$ cat config.mk
export PLATFORM = sky130hd
export DESIGN_NAME = jogo_sequencia_param_flat
export DESIGN_NICKNAME = d
export VERILOG_FILES = /design/src/rtl/jogo_sequencia_pkg.sv /design/src/rtl/jogo_sequencia_param_if.sv /design/src/rtl/jogo_sequencia_param_rom.sv /design/src/rtl/jogo_sequencia_param.sv /design/src/flat_wrapper.sv
export SDC_FILE = /design/constraint.sdc
export NUM_CORES = 1
export LEC_CHECK = 0
export ABC_AREA = 0
export CAP_MARGIN = 10
export CELL_PAD_IN_SITES_DETAIL_PLACEMENT = 1
export CELL_PAD_IN_SITES_GLOBAL_PLACEMENT = 1
export CORE_ASPECT_RATIO = 1.4
export CORE_MARGIN = 3
export CORE_UTILIZATION = 35
export DETAILED_ROUTE_END_ITERATION = 10
export PLACE_DENSITY_LB_ADDON = 0.1
export SLEW_MARGIN = 20
export SYNTH_ARGS = -nofsm -noshare
export SYNTH_HDL_FRONTEND = slang
export SYNTH_SLANG_ARGS = --single-unit
$ cat constraint.sdc
create_clock -name clock -period 2.3 [get_ports clock]
set_clock_uncertainty 0.05 [all_clocks]
set_input_delay 0.46 -clock clock [delete_from_list [all_inputs] [get_ports clock]]
set_output_delay 0.46 -clock clock [all_outputs]
set_load 0.05 [all_outputs]
$ cat src/rtl/jogo_sequencia_pkg.sv
// Shared types and the fixed sequence ROM formula for the parametrised memory game.
// State codes are the values shown on the state display.
package jogo_sequencia_pkg;

    typedef enum logic [3:0] {
        ST_INICIAL     = 4'h0,
        ST_PREPARACAO  = 4'h1,
        ST_ESPERA      = 4'h2,
        ST_REGISTRA    = 4'h3,
        ST_COMPARA     = 4'h4,
        ST_PROXIMO     = 4'h5,
        ST_FIM_ACERTO  = 4'hA,
        ST_FIM_ERRO    = 4'hE,
        ST_FIM_TIMEOUT = 4'hF
    } estado_t;

    typedef struct packed {
        logic pronto;
        logic acertou;
        logic errou;
        logic timeout;
    } saidas_t;

    localparam saidas_t SAI_NADA    = '{pronto: 1'b0, acertou: 1'b0, errou: 1'b0, timeout: 1'b0};
    localparam saidas_t SAI_ACERTO  = '{pronto: 1'b1, acertou: 1'b1, errou: 1'b0, timeout: 1'b0};
    localparam saidas_t SAI_ERRO    = '{pronto: 1'b1, acertou: 1'b0, errou: 1'b1, timeout: 1'b0};
    localparam saidas_t SAI_TIMEOUT = '{pronto: 1'b1, acertou: 1'b0, errou: 1'b1, timeout: 1'b1};

    // ROM[a] = (3*a + 1) mod 2^data_w
    function automatic logic [31:0] rom_valor(input logic [31:0] addr, input int unsigned data_w);
        logic [31:0] v;
        logic [31:0] mask;
        v    = 32'd3 * addr + 32'd1;
        mask = (data_w >= 32'd32) ? 32'hFFFF_FFFF : ((32'd1 << data_w) - 32'd1);
        return v & mask;
    endfunction

endpackage

$ cat src/rtl/jogo_sequencia_param_if.sv
// Player-side bus of the memory game: control inputs, verdict flags and debug buses.
interface jogo_sequencia_param_if #(
    parameter int DATA_W = 4,
    parameter int ADDR_W = 4
);
    logic              iniciar;
    logic              jogada;
    logic [DATA_W-1:0] chaves;
    logic              pronto;
    logic              acertou;
    logic              errou;
    logic              timeout;
    logic              db_igual;
    logic [ADDR_W-1:0] db_contagem;
    logic [DATA_W-1:0] db_memoria;
    logic [DATA_W-1:0] db_jogada;
    logic [3:0]        db_estado;

    modport master (
        output iniciar, jogada, chaves,
        input  pronto, acertou, errou, timeout,
        input  db_igual, db_contagem, db_memoria, db_jogada, db_estado
    );

    modport slave (
        input  iniciar, jogada, chaves,
        output pronto, acertou, errou, timeout,
        output db_igual, db_contagem, db_memoria, db_jogada, db_estado
    );
endinterface

$ cat src/rtl/jogo_sequencia_param_rom.sv
// Combinational sequence ROM; contents come from the package formula, zero latency.
module sequencia_rom
    import jogo_sequencia_pkg::*;
#(
    parameter int DATA_W = 4,
    parameter int ADDR_W = 4
) (
    input  logic [ADDR_W-1:0] i_addr,
    output logic [DATA_W-1:0] o_dado
);
    assign o_dado = DATA_W'(rom_valor(32'(i_addr), DATA_W));
endmodule

$ cat src/rtl/jogo_sequencia_param.sv
// Parametrised memory game: player enters DEPTH values, each checked against the ROM.
// Optional idle timeout in ESPERA is enabled by defining JOGO_SEQUENCIA_TIMEOUT_EN.
//
// state          | meaning
// INICIAL    (0) | idle after reset, waits for iniciar
// PREPARACAO (1) | clears position, input register and timer
// ESPERA     (2) | waits for a rising edge of jogada
// REGISTRA   (3) | captures chaves into the input register
// COMPARA    (4) | checks register against ROM[pos]
// PROXIMO    (5) | advances the position
// FIM_ACERTO (A) | whole sequence matched
// FIM_ERRO   (E) | mismatch
// FIM_TIMEOUT(F) | no entry within TIMEOUT_CYCLES
module jogo_sequencia_param
    import jogo_sequencia_pkg::*;
#(
    parameter int DATA_W         = 4,
    parameter int DEPTH          = 16,
    parameter int ADDR_W         = (DEPTH > 1) ? $clog2(DEPTH) : 1,
    parameter int TIMEOUT_CYCLES = 3000
) (
    input logic                  clock,
    input logic                  reset,
    jogo_sequencia_param_if.slave bus
);
    localparam logic [ADDR_W-1:0] ULTIMA = ADDR_W'(DEPTH - 1);

    estado_t           r_estado;
    saidas_t           r_saidas;
    logic              r_jogada_q;
    logic [ADDR_W-1:0] r_contagem;
    logic [DATA_W-1:0] r_registro;

    logic              w_jogada_ed;
    logic              w_igual;
    logic              w_expirou;
    logic [DATA_W-1:0] w_memoria;

    sequencia_rom #(
        .DATA_W (DATA_W),
        .ADDR_W (ADDR_W)
    ) u_rom (
        .i_addr (r_contagem),
        .o_dado (w_memoria)
    );

    assign w_jogada_ed = bus.jogada & ~r_jogada_q;
    assign w_igual     = (r_registro == w_memoria);

`ifdef JOGO_SEQUENCIA_TIMEOUT_EN
    localparam int                TMR_W   = $clog2(TIMEOUT_CYCLES + 1);
    localparam logic [TMR_W-1:0]  TMR_FIM = TMR_W'(TIMEOUT_CYCLES - 1);

    logic [TMR_W-1:0] r_timer;

    assign w_expirou = (r_timer == TMR_FIM);

    // Counts idle cycles in ESPERA; any other state (or leaving ESPERA) clears it.
    always_ff @(posedge clock or negedge reset) begin
        if (!reset) begin
            r_timer <= '0;
        end else if (r_estado == ST_ESPERA && !w_jogada_ed && !w_expirou) begin
            r_timer <= r_timer + TMR_W'(1);
        end else begin
            r_timer <= '0;
        end
    end
`else
    assign w_expirou = 1'b0;
`endif

    always_ff @(posedge clock or negedge reset) begin
        if (!reset) begin
            r_estado   <= ST_INICIAL;
            r_saidas   <= SAI_NADA;
            r_jogada_q <= 1'b0;
            r_contagem <= '0;
            r_registro <= '0;
        end else begin
            // Tracks in every state so an edge outside ESPERA is consumed, not queued.
            r_jogada_q <= bus.jogada;
            case (r_estado)
                ST_INICIAL: begin
                    if (bus.iniciar) r_estado <= ST_PREPARACAO;
                end
                ST_PREPARACAO: begin
                    r_contagem <= '0;
                    r_registro <= '0;
                    r_estado   <= ST_ESPERA;
                end
                ST_ESPERA: begin
                    if (w_jogada_ed) begin
                        r_estado <= ST_REGISTRA;
                    end else if (w_expirou) begin
                        r_estado <= ST_FIM_TIMEOUT;
                        r_saidas <= SAI_TIMEOUT;
                    end
                end
                ST_REGISTRA: begin
                    r_registro <= bus.chaves;
                    r_estado   <= ST_COMPARA;
                end
                ST_COMPARA: begin
                    if (!w_igual) begin
                        r_estado <= ST_FIM_ERRO;
                        r_saidas <= SAI_ERRO;
                    end else if (r_contagem == ULTIMA) begin
                        r_estado <= ST_FIM_ACERTO;
                        r_saidas <= SAI_ACERTO;
                    end else begin
                        r_estado <= ST_PROXIMO;
                    end
                end
                ST_PROXIMO: begin
                    r_contagem <= r_contagem + ADDR_W'(1);
                    r_estado   <= ST_ESPERA;
                end
                ST_FIM_ACERTO, ST_FIM_ERRO, ST_FIM_TIMEOUT: begin
                    if (bus.iniciar) begin
                        r_estado <= ST_PREPARACAO;
                        r_saidas <= SAI_NADA;
                    end
                end
                default: begin
                    r_estado <= ST_INICIAL;
                    r_saidas <= SAI_NADA;
                end
            endcase
        end
    end

    assign bus.pronto      = r_saidas.pronto;
    assign bus.acertou     = r_saidas.acertou;
    assign bus.errou       = r_saidas.errou;
    assign bus.timeout     = r_saidas.timeout;
    assign bus.db_igual    = w_igual;
    assign bus.db_contagem = r_contagem;
    assign bus.db_memoria  = w_memoria;
    assign bus.db_jogada   = r_registro;
    assign bus.db_estado   = r_estado;

endmodule

$ cat src/flat_wrapper.sv
// flat-port wrapper written by rule: the top's interface ports become plain ports
module jogo_sequencia_param_flat import jogo_sequencia_pkg::*;
#(
    parameter int DATA_W         = 4,
    parameter int DEPTH          = 16,
    parameter int ADDR_W         = (DEPTH > 1) ? $clog2(DEPTH) : 1,
    parameter int TIMEOUT_CYCLES = 3000
)
  (clock, reset, bus_iniciar, bus_jogada, bus_chaves, bus_pronto, bus_acertou, bus_errou, bus_timeout, bus_db_igual, bus_db_contagem, bus_db_memoria, bus_db_jogada, bus_db_estado);
  jogo_sequencia_param_if #(.DATA_W(DATA_W), .ADDR_W(ADDR_W)) bus_i ();
  input logic clock;
  input logic reset;
  input wire logic [$bits(bus_i.iniciar)-1:0] bus_iniciar;
  input wire logic [$bits(bus_i.jogada)-1:0] bus_jogada;
  input wire logic [$bits(bus_i.chaves)-1:0] bus_chaves;
  output wire logic [$bits(bus_i.pronto)-1:0] bus_pronto;
  output wire logic [$bits(bus_i.acertou)-1:0] bus_acertou;
  output wire logic [$bits(bus_i.errou)-1:0] bus_errou;
  output wire logic [$bits(bus_i.timeout)-1:0] bus_timeout;
  output wire logic [$bits(bus_i.db_igual)-1:0] bus_db_igual;
  output wire logic [$bits(bus_i.db_contagem)-1:0] bus_db_contagem;
  output wire logic [$bits(bus_i.db_memoria)-1:0] bus_db_memoria;
  output wire logic [$bits(bus_i.db_jogada)-1:0] bus_db_jogada;
  output wire logic [$bits(bus_i.db_estado)-1:0] bus_db_estado;
  assign bus_i.iniciar = bus_iniciar;
  assign bus_i.jogada = bus_jogada;
  assign bus_i.chaves = bus_chaves;
  assign bus_pronto = bus_i.pronto;
  assign bus_acertou = bus_i.acertou;
  assign bus_errou = bus_i.errou;
  assign bus_timeout = bus_i.timeout;
  assign bus_db_igual = bus_i.db_igual;
  assign bus_db_contagem = bus_i.db_contagem;
  assign bus_db_memoria = bus_i.db_memoria;
  assign bus_db_jogada = bus_i.db_jogada;
  assign bus_db_estado = bus_i.db_estado;
  jogo_sequencia_param #(.DATA_W(DATA_W), .DEPTH(DEPTH), .ADDR_W(ADDR_W), .TIMEOUT_CYCLES(TIMEOUT_CYCLES)) u_core (.clock(clock), .reset(reset), .bus(bus_i));
endmodule
=== Word level (Yosys, flattened, before mapping) ===
Cells that the tools add are included.

* Bits in registers: 17
* Word-level logic and storage cells: 48
* Input bits: 8

* Reductions and logical operators: 9
* Muxes and demuxes: 11
* Add/subtract/negate cells: 2
* Multipliers: 1
* Bitwise gates (word level): 3
* Equal/unequal tests: 14

{| class="wikitable"
|+ Operator list
! kind !! count
|-
| $mux W4 || 7
|-
| $pmux W4 S5 || 1
|-
| $eq A4 B4 Y1 const B || 4
|-
| $pmux W4 S2 || 2
|-
| $pmux W4 S3 || 1
|-
| $add A4 B1 Y4 const B || 2
|-
| $eq A4 B2 Y1 const B || 2
|-
| $eq A4 B3 Y1 const B || 2
|-
| $reduce_or A5 Y1 || 1
|-
| $eq A4 B1 Y1 const B || 1
|-
| $eq A4 B4 Y1 || 1
|-
| $logic_not A4 Y1 || 1
|-
| $mul A2 B4 Y4 const A || 1
|-
| $ne A2 B1 Y1 const B || 2
|-
| $reduce_bool A2 Y1 || 2
|-
| $reduce_or A4 Y1 || 1
|-
| $ne A3 B2 Y1 const B || 1
|-
| $reduce_and A3 Y1 || 1
|-
| $reduce_or A3 Y1 || 1
|-
| $ne A2 B2 Y1 const B || 1
|-
| $not A1 Y1 || 2
|-
| $reduce_and A2 Y1 || 1
|-
| $reduce_or A2 Y1 || 1
|-
| $and A1 B1 Y1 || 1
|}

=== Logic depth before layout (Yosys ltp) ===
Gate-level depths: netlist of run 1.

* Depth in word-level cells: 5
* Depth in mapped cells: 6
* Depth with buffers taken out: 6

=== Modules after synthesis ===
From an unflattened synthesis of run 1, not the netlist that was laid out.

* Cell total of the unflattened synthesis: 105
* Area, all modules: 978.4 um^2

{| class="wikitable"
|+ By module, submodules not included
! module !! cells each !! instances !! sequential area each (um^2) !! area an instance (um^2)
|-
| jogo_sequencia_param || 97 || 1 || 400.4 || 899.6
|-
| sequencia_rom || 8 || 1 || 0.0 || 78.8
|}

=== Worst setup path before layout of run 1 ===
No wires, ideal clock.

* Path kind: register to output
* From: reg u_core.r_contagem[0] (netlist: u_core.bus.db_contagem[0])
* To: out bus_db_igual
* Stages on the path, launching flop included: 5
* Buffers on the path: 0
* Setup slack: -0.872 ns
* Arrival time: 2.662 ns
* Cell sequence: dfrtp_1 fa_1 xnor2_1 nand2_1 nor2_1

* Cells in the longest elaborated chain, start to end: 3

{| class="wikitable"
|+ Ends and longest elaborated chain
! what !! line !! text
|-
| start: declaration || jogo_sequencia_param.sv:31 || <nowiki>logic [ADDR_W-1:0] r_contagem;</nowiki>
|-
| start signal: assignment || jogo_sequencia_param.sv:115 || <nowiki>r_contagem <= r_contagem + ADDR_W'(1);</nowiki>
|-
| $mul A2 B4 Y4 || jogo_sequencia_pkg.sv:33 || <nowiki>v = 32'd3 * addr + 32'd1;</nowiki>
|-
| $add A4 B1 Y4 || jogo_sequencia_pkg.sv:33 ||
|-
| named net bus_db_memoria[2] || flat_wrapper.sv:22 || <nowiki>output wire logic [$bits(bus_i.db_memoria)-1:0] bus_db_memoria;</nowiki>
|-
| $eq A4 B4 Y1 || jogo_sequencia_param.sv:48 || <nowiki>assign w_igual = (r_registro == w_memoria);</nowiki>
|-
| end: declaration || flat_wrapper.sv:20 || <nowiki>output wire logic [$bits(bus_i.db_igual)-1:0] bus_db_igual;</nowiki>
|}

The timed path passes the listed nets, and every way through them passes these cells.

=== Final worst setup path of run 1 ===
* From: reg u_core.r_contagem[1] (netlist: u_core.bus.db_contagem[1])
* To: out bus_db_igual

* Cells in the longest elaborated chain, start to end: 3

{| class="wikitable"
|+ Ends and longest elaborated chain
! what !! line
|-
| $mul A2 B4 Y4 || jogo_sequencia_pkg.sv:33
|-
| $add A4 B1 Y4 || jogo_sequencia_pkg.sv:33
|-
| $eq A4 B4 Y1 || jogo_sequencia_param.sv:48
|}

Every way passes these cells.

==> impl_metrics.toml, run 1 <==
[outcome]
status = "finished with violations"
violations = "setup timing"

[clocking]
cts_tree = "built"
cts_hold_buf = 0
clockRootBuffer = "clkbuf_4"
clk_latency_ps = 290
clkTransAtPathRegs_ps = 90
cts_buffers = 3
cts_num_sinks = 16
h-tree-depth = 1
clock_path_buffers = 2

[sta]
setup_slack_ps = -33.7
setup-violations-final = 1
finalCriticalPeriod_ps = 2330
timing.fmax_mhz = 428
drv_slew = 0
max-slew-margin-rel_pct = 66.6
rsz0062_at_grt = "yes"
hold_viol = 0
fin_hold_ws_ps = 441
setup_tns_ps = -33.7
finalCritPeriodShare_pct = 101
worstMarginPinSlew_ps = 499

[place]
dp_hpwl_um = 1950
numPortBuffers = 27
gp_congestion = 0.726

[critical_path]
end_kind = "output port"
worstSetupStartpointType = "flip-flop"
worstPathArrival_ps = 1820
worstSetupPathType = "flip-flop to output port"
cp_max_fo = 4
cp_data_required_time_ps = 1790

[cells_and_area]
diodes = 0
drive_above_1_share_pct = 26.4
final_nets = 158
syn_to_final_growth_pct = 44.7
nFillCells = 312
regArea_um2 = 404
multiInputGateArea_um2 = 626

[power]
power_w = 0.00253
vdd_drop_max_v = 0.000809
powerDensity_nw_per_um2 = 1680
power.leakage_nw = 0.682

[flow_run]
cap_violations = 0

[min_path]
hold_path.class = "input port to async pin"

[grt]
grt-busiest-layer = "met2"
grtUsageTotal_pct = 16.2
grt_util_met2_pct = 27.0
grt_max_degree = 18
grt_pass1_vias = 943
met1_usage_pct = 20.4
gr-total-overflow = 0
gr-usage-met3_pct = 2.74
antenna_found_initial = 0
grt_pass1_wl_um = 4550

[synthesis]
synth.cell_area_um2 = 1040
yosysWarnings = 0
ys_types = 38
avgSynthCellArea_um2 = 9.46
synth_sequential_area_ratio_pct = 38.5
ys_seq_elements = 16
synthesis.nets = 123
synth_top_flop_cell = "dfrtp_1"
synthArstFlopShare_pct = 100
synth_cells = 110
synth-edff-count = 0

[floorplanning]
start_util_pct = 38.2
die_area_um2 = 3670
rows = 22
dieHeight_um = 70.5
dieWidth_um = 52.1
core_um2 = 2730
pin_count = 29

[drt]
vias = 929
totalWireLength_um = 2600
vias_per_cell = 5.16
ant_nets = 0
drc = 0
drt-initial-drc-count = 24
drtPass1Iterations = 4
wl_per_cell_um = 14.4
cell type report:
cell class	instances	share of cell area, %
multi-input combinational	83	41.5
sequential	16	26.8
timing repair buffer	38	25.5
tap	36	2.99
clock buffer	4	2.41
inverter	3	0.748
report_power, final:
part           switching [W]  internal, W
clock network      0.0000922    0.0000964
logic                0.00106     0.000787
registers           0.000124     0.000373
total                0.00128      0.00126
critical path, cell delays in order (launching register included):
cell and delay [ps]:
dfrtp_2 440, fa_2 620, xnor2_2 130, nand2_4 80
nor2_4 110, buf_12 140
layer usage:
layer	vias up	wire length, um
li1	449	-
met1	452	1100
met2	23	1370
met3	5	93
met4	0	43
met5	-	0
through the flow:
stage          util (%)  cells  setup slack (ps)  area [um2]
5_1_grt            55.3    180              -128        1510
2_1_floorplan         -    110              -143        1060
3_5_place_dp       51.7    171               102        1410
6_report           55.3    180             -33.7        1510
4_1_cts            55.3    180             -75.0        1510
3_3_place_gp       51.7    171               145        1410
timing repair:
action,CTS,global route
pin swaps,4,1
setup endpoints to repair,1,2
buffers inserted,5,0
gates resized for setup,4,0
kinds of logic (layout without fill, tap and decap cells):
kind of cell             after synthesis  in the layout  synth area share [%]
XOR/XNOR                               5              5                  5.53
AO/OA/AOI/OAI                         24             24                  15.1
AND/OR/NAND/NOR                       45             45                  24.5
other                                  1              1                 0.360
multiplexers                           3              3                  3.49
flip-flops                            16             16                  38.5
buffers and inverters                 11             45                  5.77
adder cells (fa/ha/maj)                5              5                  6.73
layout by cell type (no fill, tap or decap), types with 4 or more instances in the layout:
cell type and n:
clkdlybuf4s50_1 19, nand2_1 18, buf_4 14, dfrtp_1 13, o21ai_0 10, nor3_1 5, nor2b_1 4, buf_12 4
synthesized netlist by cell type (3+ instances only):
master     n  area share, %
nand2_1   19            6.9
dfrtp_1   16             38
o21ai_0   10            4.8
clkbuf_1   5            1.8
nor3_1     5            2.4
ha_1       4            4.8
nor2_1     4            1.4
nor2b_1    4            2.4
inv_1      3            1.1
nand2b_1   3            1.8
o21bai_1   3            2.2
xnor2_1    3            2.5
registers in the layout, indices dropped and copies added, names as in the netlist:
| signal | flops |
|---|---|
| u_core.bus.db_jogada | 4 |
| u_core.bus.db_contagem | 4 |
| u_core.bus.pronto | 1 |
| u_core.bus.errou | 1 |
| u_core.r_jogada_q | 1 |
| u_core.bus.acertou | 1 |
| u_core.bus.db_estado | 4 |
worst paths after layout:
path	from	to	slack [ps]	cells past startpoint
worst min-delay path	reset	u_core.bus.db_contagem[3]	440	2
worst max register to register	u_core.bus.db_contagem[1]	u_core.bus.db_estado[1]	120	6
worst max-delay path	u_core.bus.db_contagem[1]	bus_db_igual	-30	5
worst min register to register	u_core.bus.acertou	u_core.bus.acertou	470	1
max in group asynchronous	reset	u_core.bus.db_contagem[1]	1560	2
min in group clock	u_core.bus.acertou	u_core.bus.acertou	470	1
Power figures use the tool's default switching activity.
==> run 2, diff against run 1 <==
--- a/config.mk
+++ b/config.mk
@@ -6,7 +6,7 @@
 export NUM_CORES = 1
 export LEC_CHECK = 0
 export ABC_AREA = 0
-export CAP_MARGIN = 10
+export CAP_MARGIN = 20
 export CELL_PAD_IN_SITES_DETAIL_PLACEMENT = 1
 export CELL_PAD_IN_SITES_GLOBAL_PLACEMENT = 1
 export CORE_ASPECT_RATIO = 1.4
==> results of run 2 <==
Final layout, timing and power as in run 1 (identical DEF).
